## config.mk

```make
export PLATFORM = sky130hd
export DESIGN_NAME = audio_dac_tx
export DESIGN_NICKNAME = d
export VERILOG_FILES = /design/src/rtl/audio_dac_tx.sv
export SDC_FILE = /design/constraint.sdc
export NUM_CORES = 1
export LEC_CHECK = 0
export CAP_MARGIN = 10
export CORE_MARGIN = 2
export CORE_UTILIZATION = 30
export DETAILED_ROUTE_END_ITERATION = 16
export PLACE_DENSITY = 0.46
export SYNTH_ARGS = -nofsm -noshare
export SYNTH_HDL_FRONTEND = slang
export SYNTH_SLANG_ARGS = --single-unit
```

## constraint.sdc

```tcl
create_clock -name clk_in -period 5.93 [get_ports clk_in]
set_input_delay 0.8895 -clock clk_in [delete_from_list [all_inputs] [get_ports clk_in]]
set_output_delay 0.8895 -clock clk_in [all_outputs]
set_load 0.02 [all_outputs]
```

## src/rtl/audio_dac_tx.sv

```systemverilog
// audio_dac_tx: parametrised I2S / left-justified / right-justified / TDM
// serial transmitter for an external audio DAC. A one-frame holding buffer
// with a valid/ready handshake sits in front of the active (serialising)
// register, and frames started without fresh data are counted as underruns.
// Optional build macro: AUDIO_DAC_UNSIGNED_IN_EN (offset-binary input,
// converted to two's complement by inverting each channel MSB on entry).
module audio_dac_tx #(
   parameter int DATA_W   = 16,
   parameter int SLOT_W   = 16,
   parameter int CHANNELS = 2,
   parameter int BCK_DIV  = 2,
   parameter int FORMAT   = 0
) (
   input  logic                         clk_in,
   input  logic                         rst_in,
   input  logic [CHANNELS*DATA_W-1:0]   sample_in,
   input  logic                         sample_valid_in,
   output logic                         sample_ready_out,
   output logic                         bck_out,
   output logic                         ws_out,
   output logic                         data_out,
   output logic                         frame_start_out,
   output logic [7:0]                   underrun_cnt_out
);

   localparam int W  = CHANNELS * DATA_W;
   localparam int SW = $clog2(CHANNELS + 1);
   localparam int PW = $clog2(SLOT_W + 1);
   localparam int DW = (BCK_DIV > 1) ? $clog2(BCK_DIV) : 1;

   localparam logic [DW-1:0] DIV_LAST  = DW'(BCK_DIV - 1);
   localparam logic [PW-1:0] POS_LAST  = PW'(SLOT_W - 1);
   localparam logic [SW-1:0] SLOT_LAST = SW'(CHANNELS - 1);
   localparam logic [SW-1:0] SLOT_HALF = SW'(CHANNELS / 2);

   // Reject parameter sets the slot/channel arithmetic cannot represent.
   generate
      if ((SLOT_W < DATA_W) || ((CHANNELS % 2) != 0) || (CHANNELS < 2) || (CHANNELS > 8) ||
          (DATA_W < 1) || (DATA_W > 24) || (BCK_DIV < 1) || (FORMAT < 0) || (FORMAT > 2)) begin : g_bad_params
         $error("audio_dac_tx: illegal parameter combination");
      end
   endgenerate

   // Input conversion: offset binary to two's complement when the unsigned build is selected.
   function automatic logic [W-1:0] to_twos(input logic [W-1:0] raw);
      logic [W-1:0] conv;
      conv = raw;
`ifdef AUDIO_DAC_UNSIGNED_IN_EN
      for (int c = 0; c < CHANNELS; c++) begin
         conv[c*DATA_W + DATA_W - 1] = ~raw[c*DATA_W + DATA_W - 1];
      end
`else
      conv = raw;
`endif
      return conv;
   endfunction

   // Word select for a slot: low for the first half of the channels.
   function automatic logic ws_at(input logic [SW-1:0] s);
      return (s >= SLOT_HALF);
   endfunction

   // Serial bit for slot s / position p of word w, in left- or right-justified layout.
   function automatic logic bit_at(input logic [W-1:0] w, input logic [SW-1:0] s,
                                   input logic [PW-1:0] p);
      logic [DATA_W-1:0] ch;
      logic              b;
      ch = '0;
      for (int c = 0; c < CHANNELS; c++) begin
         ch = (s == SW'(c)) ? w[c*DATA_W +: DATA_W] : ch;
      end
      // Right-justified pads the leading positions with the sign bit; the others pad trailing zeros.
      b = (FORMAT == 2) ? ch[DATA_W-1] : 1'b0;
      for (int k = 0; k < DATA_W; k++) begin
         if (FORMAT == 2) begin
            b = (p == PW'(SLOT_W - 1 - k)) ? ch[k] : b;
         end else begin
            b = (p == PW'(DATA_W - 1 - k)) ? ch[k] : b;
         end
      end
      return b;
   endfunction

   logic [DW-1:0] div_q, div_d;
   logic          bck_q, bck_d;
   logic [SW-1:0] slot_q, slot_d;
   logic [PW-1:0] pos_q, pos_d;
   logic          ws_q, ws_d;
   logic          data_q, data_d;
   logic          frame_start_q, frame_start_d;
   logic [7:0]    cnt_q, cnt_d;
   logic          ready_q, ready_d;
   logic          hold_full_q, hold_full_d;
   logic [W-1:0]  hold_q, hold_d;
   logic [W-1:0]  active_q, active_d;
   logic          armed_q, armed_d;

   logic          fall_s;
   logic          frame_end_s;
   logic [W-1:0]  in_s;
   logic [SW-1:0] slot_nx_s, slot_nx2_s;
   logic [PW-1:0] pos_nx_s;

   // Bit-clock divider: toggle BCK at the terminal count; a falling edge marks a bit update.
   always_comb begin
      div_d  = (div_q == DIV_LAST) ? '0 : div_q + DW'(1);
      bck_d  = (div_q == DIV_LAST) ? ~bck_q : bck_q;
      fall_s = (div_q == DIV_LAST) && bck_q;
   end

   // Slot/position counters for the next bit index and the one after it (I2S WS lead).
   always_comb begin
      frame_end_s = (slot_q == SLOT_LAST) && (pos_q == POS_LAST);
      pos_nx_s    = (pos_q == POS_LAST) ? '0 : pos_q + PW'(1);
      if (pos_q == POS_LAST) begin
         slot_nx_s = (slot_q == SLOT_LAST) ? '0 : slot_q + SW'(1);
      end else begin
         slot_nx_s = slot_q;
      end
      if (pos_nx_s == POS_LAST) begin
         slot_nx2_s = (slot_nx_s == SLOT_LAST) ? '0 : slot_nx_s + SW'(1);
      end else begin
         slot_nx2_s = slot_nx_s;
      end
   end

   // Sample path: handshake into the holding register, frame-start reload/bypass, underrun count.
   always_comb begin
      in_s          = to_twos(sample_in);
      hold_d        = hold_q;
      hold_full_d   = hold_full_q;
      active_d      = active_q;
      armed_d       = armed_q;
      cnt_d         = cnt_q;
      frame_start_d = fall_s && frame_end_s;
      if (fall_s && frame_end_s) begin
         if (hold_full_q) begin
            active_d    = hold_q;
            hold_full_d = 1'b0;
         end else if (sample_valid_in) begin
            // Holding is empty, so ready is high: this clock is a transfer straight to active.
            active_d = in_s;
            armed_d  = 1'b1;
         end else if (armed_q && (cnt_q != 8'hFF)) begin
            cnt_d = cnt_q + 8'd1;
         end else begin
            cnt_d = cnt_q;
         end
      end else if (sample_valid_in && ready_q) begin
         hold_d      = in_s;
         hold_full_d = 1'b1;
         armed_d     = 1'b1;
      end else begin
         hold_d = hold_q;
      end
      ready_d = ~hold_full_d;
   end

   // Serialiser: advance the bit index and update WS/data only on BCK falling edges.
   always_comb begin
      slot_d = slot_q;
      pos_d  = pos_q;
      ws_d   = ws_q;
      data_d = data_q;
      if (fall_s) begin
         slot_d = slot_nx_s;
         pos_d  = pos_nx_s;
         if (FORMAT == 0) begin
            // I2S: WS leads by one bit, data lags by one bit (index b-1 is the current b).
            ws_d   = ws_at(slot_nx2_s);
            data_d = bit_at(active_q, slot_q, pos_q);
         end else begin
            ws_d   = ws_at(slot_nx_s);
            data_d = bit_at(active_d, slot_nx_s, pos_nx_s);
         end
      end else begin
         ws_d = ws_q;
      end
   end

   // State and output registers with asynchronous reset.
   always_ff @(posedge clk_in or posedge rst_in) begin
      if (rst_in) begin
         div_q         <= '0;
         bck_q         <= 1'b0;
         slot_q        <= '0;
         pos_q         <= '0;
         ws_q          <= 1'b0;
         data_q        <= 1'b0;
         frame_start_q <= 1'b0;
         cnt_q         <= 8'd0;
         ready_q       <= 1'b1;
         hold_full_q   <= 1'b0;
         hold_q        <= '0;
         active_q      <= '0;
         armed_q       <= 1'b0;
      end else begin
         div_q         <= div_d;
         bck_q         <= bck_d;
         slot_q        <= slot_d;
         pos_q         <= pos_d;
         ws_q          <= ws_d;
         data_q        <= data_d;
         frame_start_q <= frame_start_d;
         cnt_q         <= cnt_d;
         ready_q       <= ready_d;
         hold_full_q   <= hold_full_d;
         hold_q        <= hold_d;
         active_q      <= active_d;
         armed_q       <= armed_d;
      end
   end

   assign sample_ready_out = ready_q;
   assign bck_out          = bck_q;
   assign ws_out           = ws_q;
   assign data_out         = data_q;
   assign frame_start_out  = frame_start_q;
   assign underrun_cnt_out = cnt_q;

endmodule

```

# Yosys cells after proc, flatten, opt, wreduce, memory -nomap -nowiden
# Index checks and enable logic that the tools add are counted.
dict set report classes {
  eq_ne 21
  add_sub_neg 5
  magnitude_cmp 1
  n_mux 32
  bitwise_logic 5
  reduce_logical 13
}
# operator count
set op_table {}
lappend op_table {{$mux 32} 2}
lappend op_table {{$eq 5x4->1 const B} 9}
lappend op_table {{$mux 16} 2}
lappend op_table {{$mux 1} 23}
lappend op_table {{$eq 5x3->1 const B} 4}
lappend op_table {{$eq 5x2->1 const B} 2}
lappend op_table {{$add 8x1->8 const B} 1}
lappend op_table {{$mux 2} 4}
lappend op_table {{$ne 8x8->1 const B} 1}
lappend op_table {{$add 5x1->5 const B} 1}
lappend op_table {{$eq 5x1->1 const B} 1}
lappend op_table {{$logic_and 1x1->1} 5}
lappend op_table {{$logic_not 5->1} 1}
lappend op_table {{$mux 5} 1}
lappend op_table {{$not 1->1} 5}
lappend op_table {{$add 2x1->2 const B} 2}
lappend op_table {{$eq 2x1->1 const B} 2}
lappend op_table {{$ne 2x2->1 const B} 2}
lappend op_table {{$reduce_and 2->1} 2}
lappend op_table {{$reduce_and 4->1} 1}
lappend op_table {{$reduce_bool 2->1} 2}
lappend op_table {{$reduce_and 3->1} 1}
lappend op_table {{$ge 2x1->1 const B} 1}
lappend op_table {{$logic_not 2->1} 1}
lappend op_table {{$add 1x1->1 const B} 1}
dict set report word_totals {
  ff_bits 87
  word_cells 90
  in_bits 35
}

# Logic depth before layout (Yosys ltp)
dict set report depth {
  word_depth 19
  depth_mapped 8
  mapped_depth_nobuf 7
}

# Worst setup path before layout
# OpenSTA, ideal clock, no wires.
dict set report synth_timing {
  kind {reg-to-reg}
  start {register pos_q[0]}
  end {register hold_q[0]}
  n_path_buf 3
  setup_ps 125
  stages_incl_launch_ff 9
  t_required_ps 5805
  path_slack_ps 3599
  arrival_ps 2206
  path_cell_list {dfrtp_1 ha_1 nand4b_2 or4b_1 buf_4 and3_4 buf_6 buf_12 mux2_4}
}
dict set report synth_between {
  elab_chain_len 5
}
# item line_no
set synth_lines {}
lappend synth_lines {{start, declared} 87} ;# logic [PW-1:0] pos_q, pos_d;
lappend synth_lines {{start signal, assigned} 201} ;# pos_q <= pos_d;
lappend synth_lines {{$eq 5x4->1} 113} ;# frame_end_s = (slot_q == SLOT_LAST) && (pos_q == POS_LAST);
lappend synth_lines {{$logic_and 1x1->1} 113}
lappend synth_lines {{$logic_and 1x1->1} 136} ;# if (fall_s && frame_end_s) begin
lappend synth_lines {{$not 1->1 (no line)} -}
lappend synth_lines {{$reduce_and 2->1 (no line)} -}
lappend synth_lines {{end signal, assigned} 208} ;# hold_q <= hold_d;
lappend synth_lines {{end, declared} 94} ;# logic [W-1:0] hold_q, hold_d;
# No other way between the ends.
# A chain may end at the register's enable or synchronous reset.

# Worst setup path after layout
dict set report layout_timing {
  start {register pos_q[0]}
  end {register active_q[30]}
}
dict set report layout_between {
  elab_chain_len 4
}
# item line_no
set layout_lines {}
lappend layout_lines {{$eq 5x4->1} 113}
lappend layout_lines {{$logic_and 1x1->1} 113}
lappend layout_lines {{$logic_and 1x1->1} 136}
lappend layout_lines {{$reduce_and 2->1 (no line)} -}
lappend layout_lines {{end signal, assigned} 209} ;# active_q <= active_d;
lappend layout_lines {{end, declared} 95} ;# logic [W-1:0] active_q, active_d;
# No other way between the ends.

==> impl_results.md <==
* Status: complete, no violations
* PortBufs at 47
* Leak pwr at 2.32 nW
* Final Setup Violations at 0
* Power Dens Cells at 309 nW/µm²
* Routability Congestion at 0.841
* Tot GR Track Use at 12.8%
* Clk root buf: clkbuf_16
* Synthesized area at 4380 µm²
* Worst-path clk slew at 0.07 ns
* Worst-margin pin slew at 1.01 ns
* Synth Register Bits at 87
* Post-synth top cells: 86 x dfrtp_1, 45 x mux2i_1, 41 x nor2_1
* Yosys top cell by area: dfrtp_1
* Post-route ant nets at 0
* Tcrit/Tclk final at 46.9%
* Top_reg_cell synth: dfrtp_1
* Fin. max-slew vios at 0
* Syn nets at 412
* Initial core utilization at 30.4%
* Clock buffer depth at 2
* Hold Fails Final Rpt at 0
* Vias in the first global route at 2,956
* Seq/Total Area, Yosys at 49.7%
* Max cap viols at 0
* Core area at 14,400 µm²
* CP Launch Type: register
* Worst VDD drop at 0.000110 V
* CP Class: register to register
* Final min period at 2.78 ns
* Grt ovf at 0
* Die Ht at 125 µm
* Die W at 125 µm
* Largest net degree at the start of global routing at 65
* Post-CTS Setup Bufs at 0
* Fmax at 0.360 GHz
* First-pass GRT wire length at 16,000 µm
* WP data required at 6.19 ns
* # DRC at 0
* I/O pin total at 48
* Number of synthesized flops with an enable pin at 0
* Clock sinks at 87
* Vias per cell at 4.80
* Dominant cells by area after synthesis: dfrtp_1 49%, mux2_4 10%, mux2i_1 10%, a21oi_1 4.3%, nor2_1 3.5%
* CP arrival at 3.04 ns
* Die area at 15,600 µm²
* CTS Hold Bufs at 0
* Iteration-0 DRC Markers at 89
* H-tree depth at 3
* Initial antenna violation count at 0
* Routed via count at 2,867
* Wire per inst at 15.7 µm
* FP Rows at 44
* Worst-path fanout max at 64
* Crit end category: register
* Final #Nets at 448
* Synth cell types at 52
* Layout cells sized above 1 at 15.3%
* Cell count after synthesis at 372
* Setup TNS at 0 ns
* Mean post-synth cell area at 11.8 µm²
* Number of diodes at 0
* Cts repair resizes at 0
* Async set-reset flop share out of synthesis at 100%
* Yosys warnings at 0
* Clk_lat worst skew at 0.34 ns
* Setup Skew at 0.00565 ns
* Most frequent cell after synthesis: dfrtp_1
* Fill cell count at 1,453
* Unrepaired setup endpoints after global routing: no
* HP Class: register to register
* Dpl hpwl at 6230 µm
* CTS buffer count at 9
* CTS tree: done
* Yosys top cell area share at 49.1%
* Drt first pass iters at 4
* WL final at 9350 µm
* Tot Pwr at 1.62 mW
* Worst slew margin at 32.9%
* Area grow syn2layout at 19.8%
## registers in the layout (all words and copies together) (netlist names)
signal            count
data_out              1
armed_q               1
hold_q               32
hold_full_q           1
bck_out               1
div_q                 1
ws_out                1
underrun_cnt_out      8
active_q             32
slot_q                2
pos_q                 5
frame_start_out       1
sample_ready_out      1
## final cells by class
| cell class | count | area [µm²] | area share [%] |
|---|---|---|---|
| Clock buffer | 11 | 243 | 4.63 |
| Clock inverter | 5 | 57.6 | 1.10 |
| Inverter | 8 | 31.3 | 0.596 |
| Multi-Input combinational cell | 252 | 2010 | 38.3 |
| Sequential cell | 87 | 2180 | 41.6 |
| Tap cell | 184 | 230 | 4.39 |
| Timing Repair Buffer | 50 | 493 | 9.40 |
## power by group
part	total, mW	internal, mW	switching, mW
registers	0.770	0.700	0.0701
logic	0.276	0.186	0.0896
clock network	0.576	0.338	0.237
total	1.62	1.22	0.397
## layer usage
metal,routed length (µm),global-route usage [%]
met1,4880,19.3
met2,4070,18.0
met3,260,2.75
met4,141,4.12
met5,0,0
## cell families after synthesis
group	count (synthesis)	share of synthesized area (%)
adders and majority gates	6	1.66
muxes	81	22.4
AOI/OAI and AO/OA	67	9.69
and+or+nand+nor	88	10.2
DFF	87	49.7
xor gates and xnor gates	10	2.00
buffers and inverters	33	4.34
## worst paths after layout
check	start	endpoint	slack [ns]	cells past startpoint
min in group asynchronous	rst_in	hold_q[3]	0.95	2
worst max-delay path	pos_q[0]	active_q[30]	3.15	7
worst min-delay path	armed_q	armed_q	0.47	1
worst max register to register	pos_q[0]	active_q[30]	3.15	7
max in group asynchronous	rst_in	hold_full_q	3.88	3
worst min register to register	armed_q	armed_q	0.47	1
## worst max-delay path, cell delays in order (launching register included)
cell and delay [ns]:
dfrtp_1 0.46, ha_1 0.39, nand4b_2 0.21, or4b_1 0.71, nor2_4 0.16, buf_4 0.50
nor2_1 0.10, a21oi_1 0.13
## cells in the final DEF, fill, tap and decap left out, types with 2 or more instances in the layout
cell and n:
o41ai_1 2, and3_1 4, clkdlybuf4s50_1 47, nor3_1 4
clkinv_2 3, a311oi_1 2, o311ai_0 3, nor2_1 41
a21oi_1 38, o31ai_1 2, nor4_1 3, o21ai_0 9
clkinv_4 2, nor4b_1 3, mux2i_1 45, ha_1 5
inv_1 7, xnor2_1 7, xor2_1 3, buf_4 3
mux2_4 30, nor2b_1 6, o2111ai_1 2, dfrtp_1 85
nand2_1 12, nand4_1 4, clkbuf_16 9, mux2_2 5
## per-stage QoR
stage	cell area (µm²)	cells	setup slack (ns)	hold WS [ns]	util, %
6_report	5250	597	3.15	0.465	36.4
5_1_grt	5250	597	2.95	0.487	36.4
4_1_cts	5250	597	3.17	0.469	36.4
3_5_place_dp	4940	581	3.19	0.453	34.3
3_3_place_gp	4940	581	3.22	0.446	34.3
2_1_floorplan	4380	372	2.79	0.428	-
Note: power is estimated with default switching activity, not from simulation.
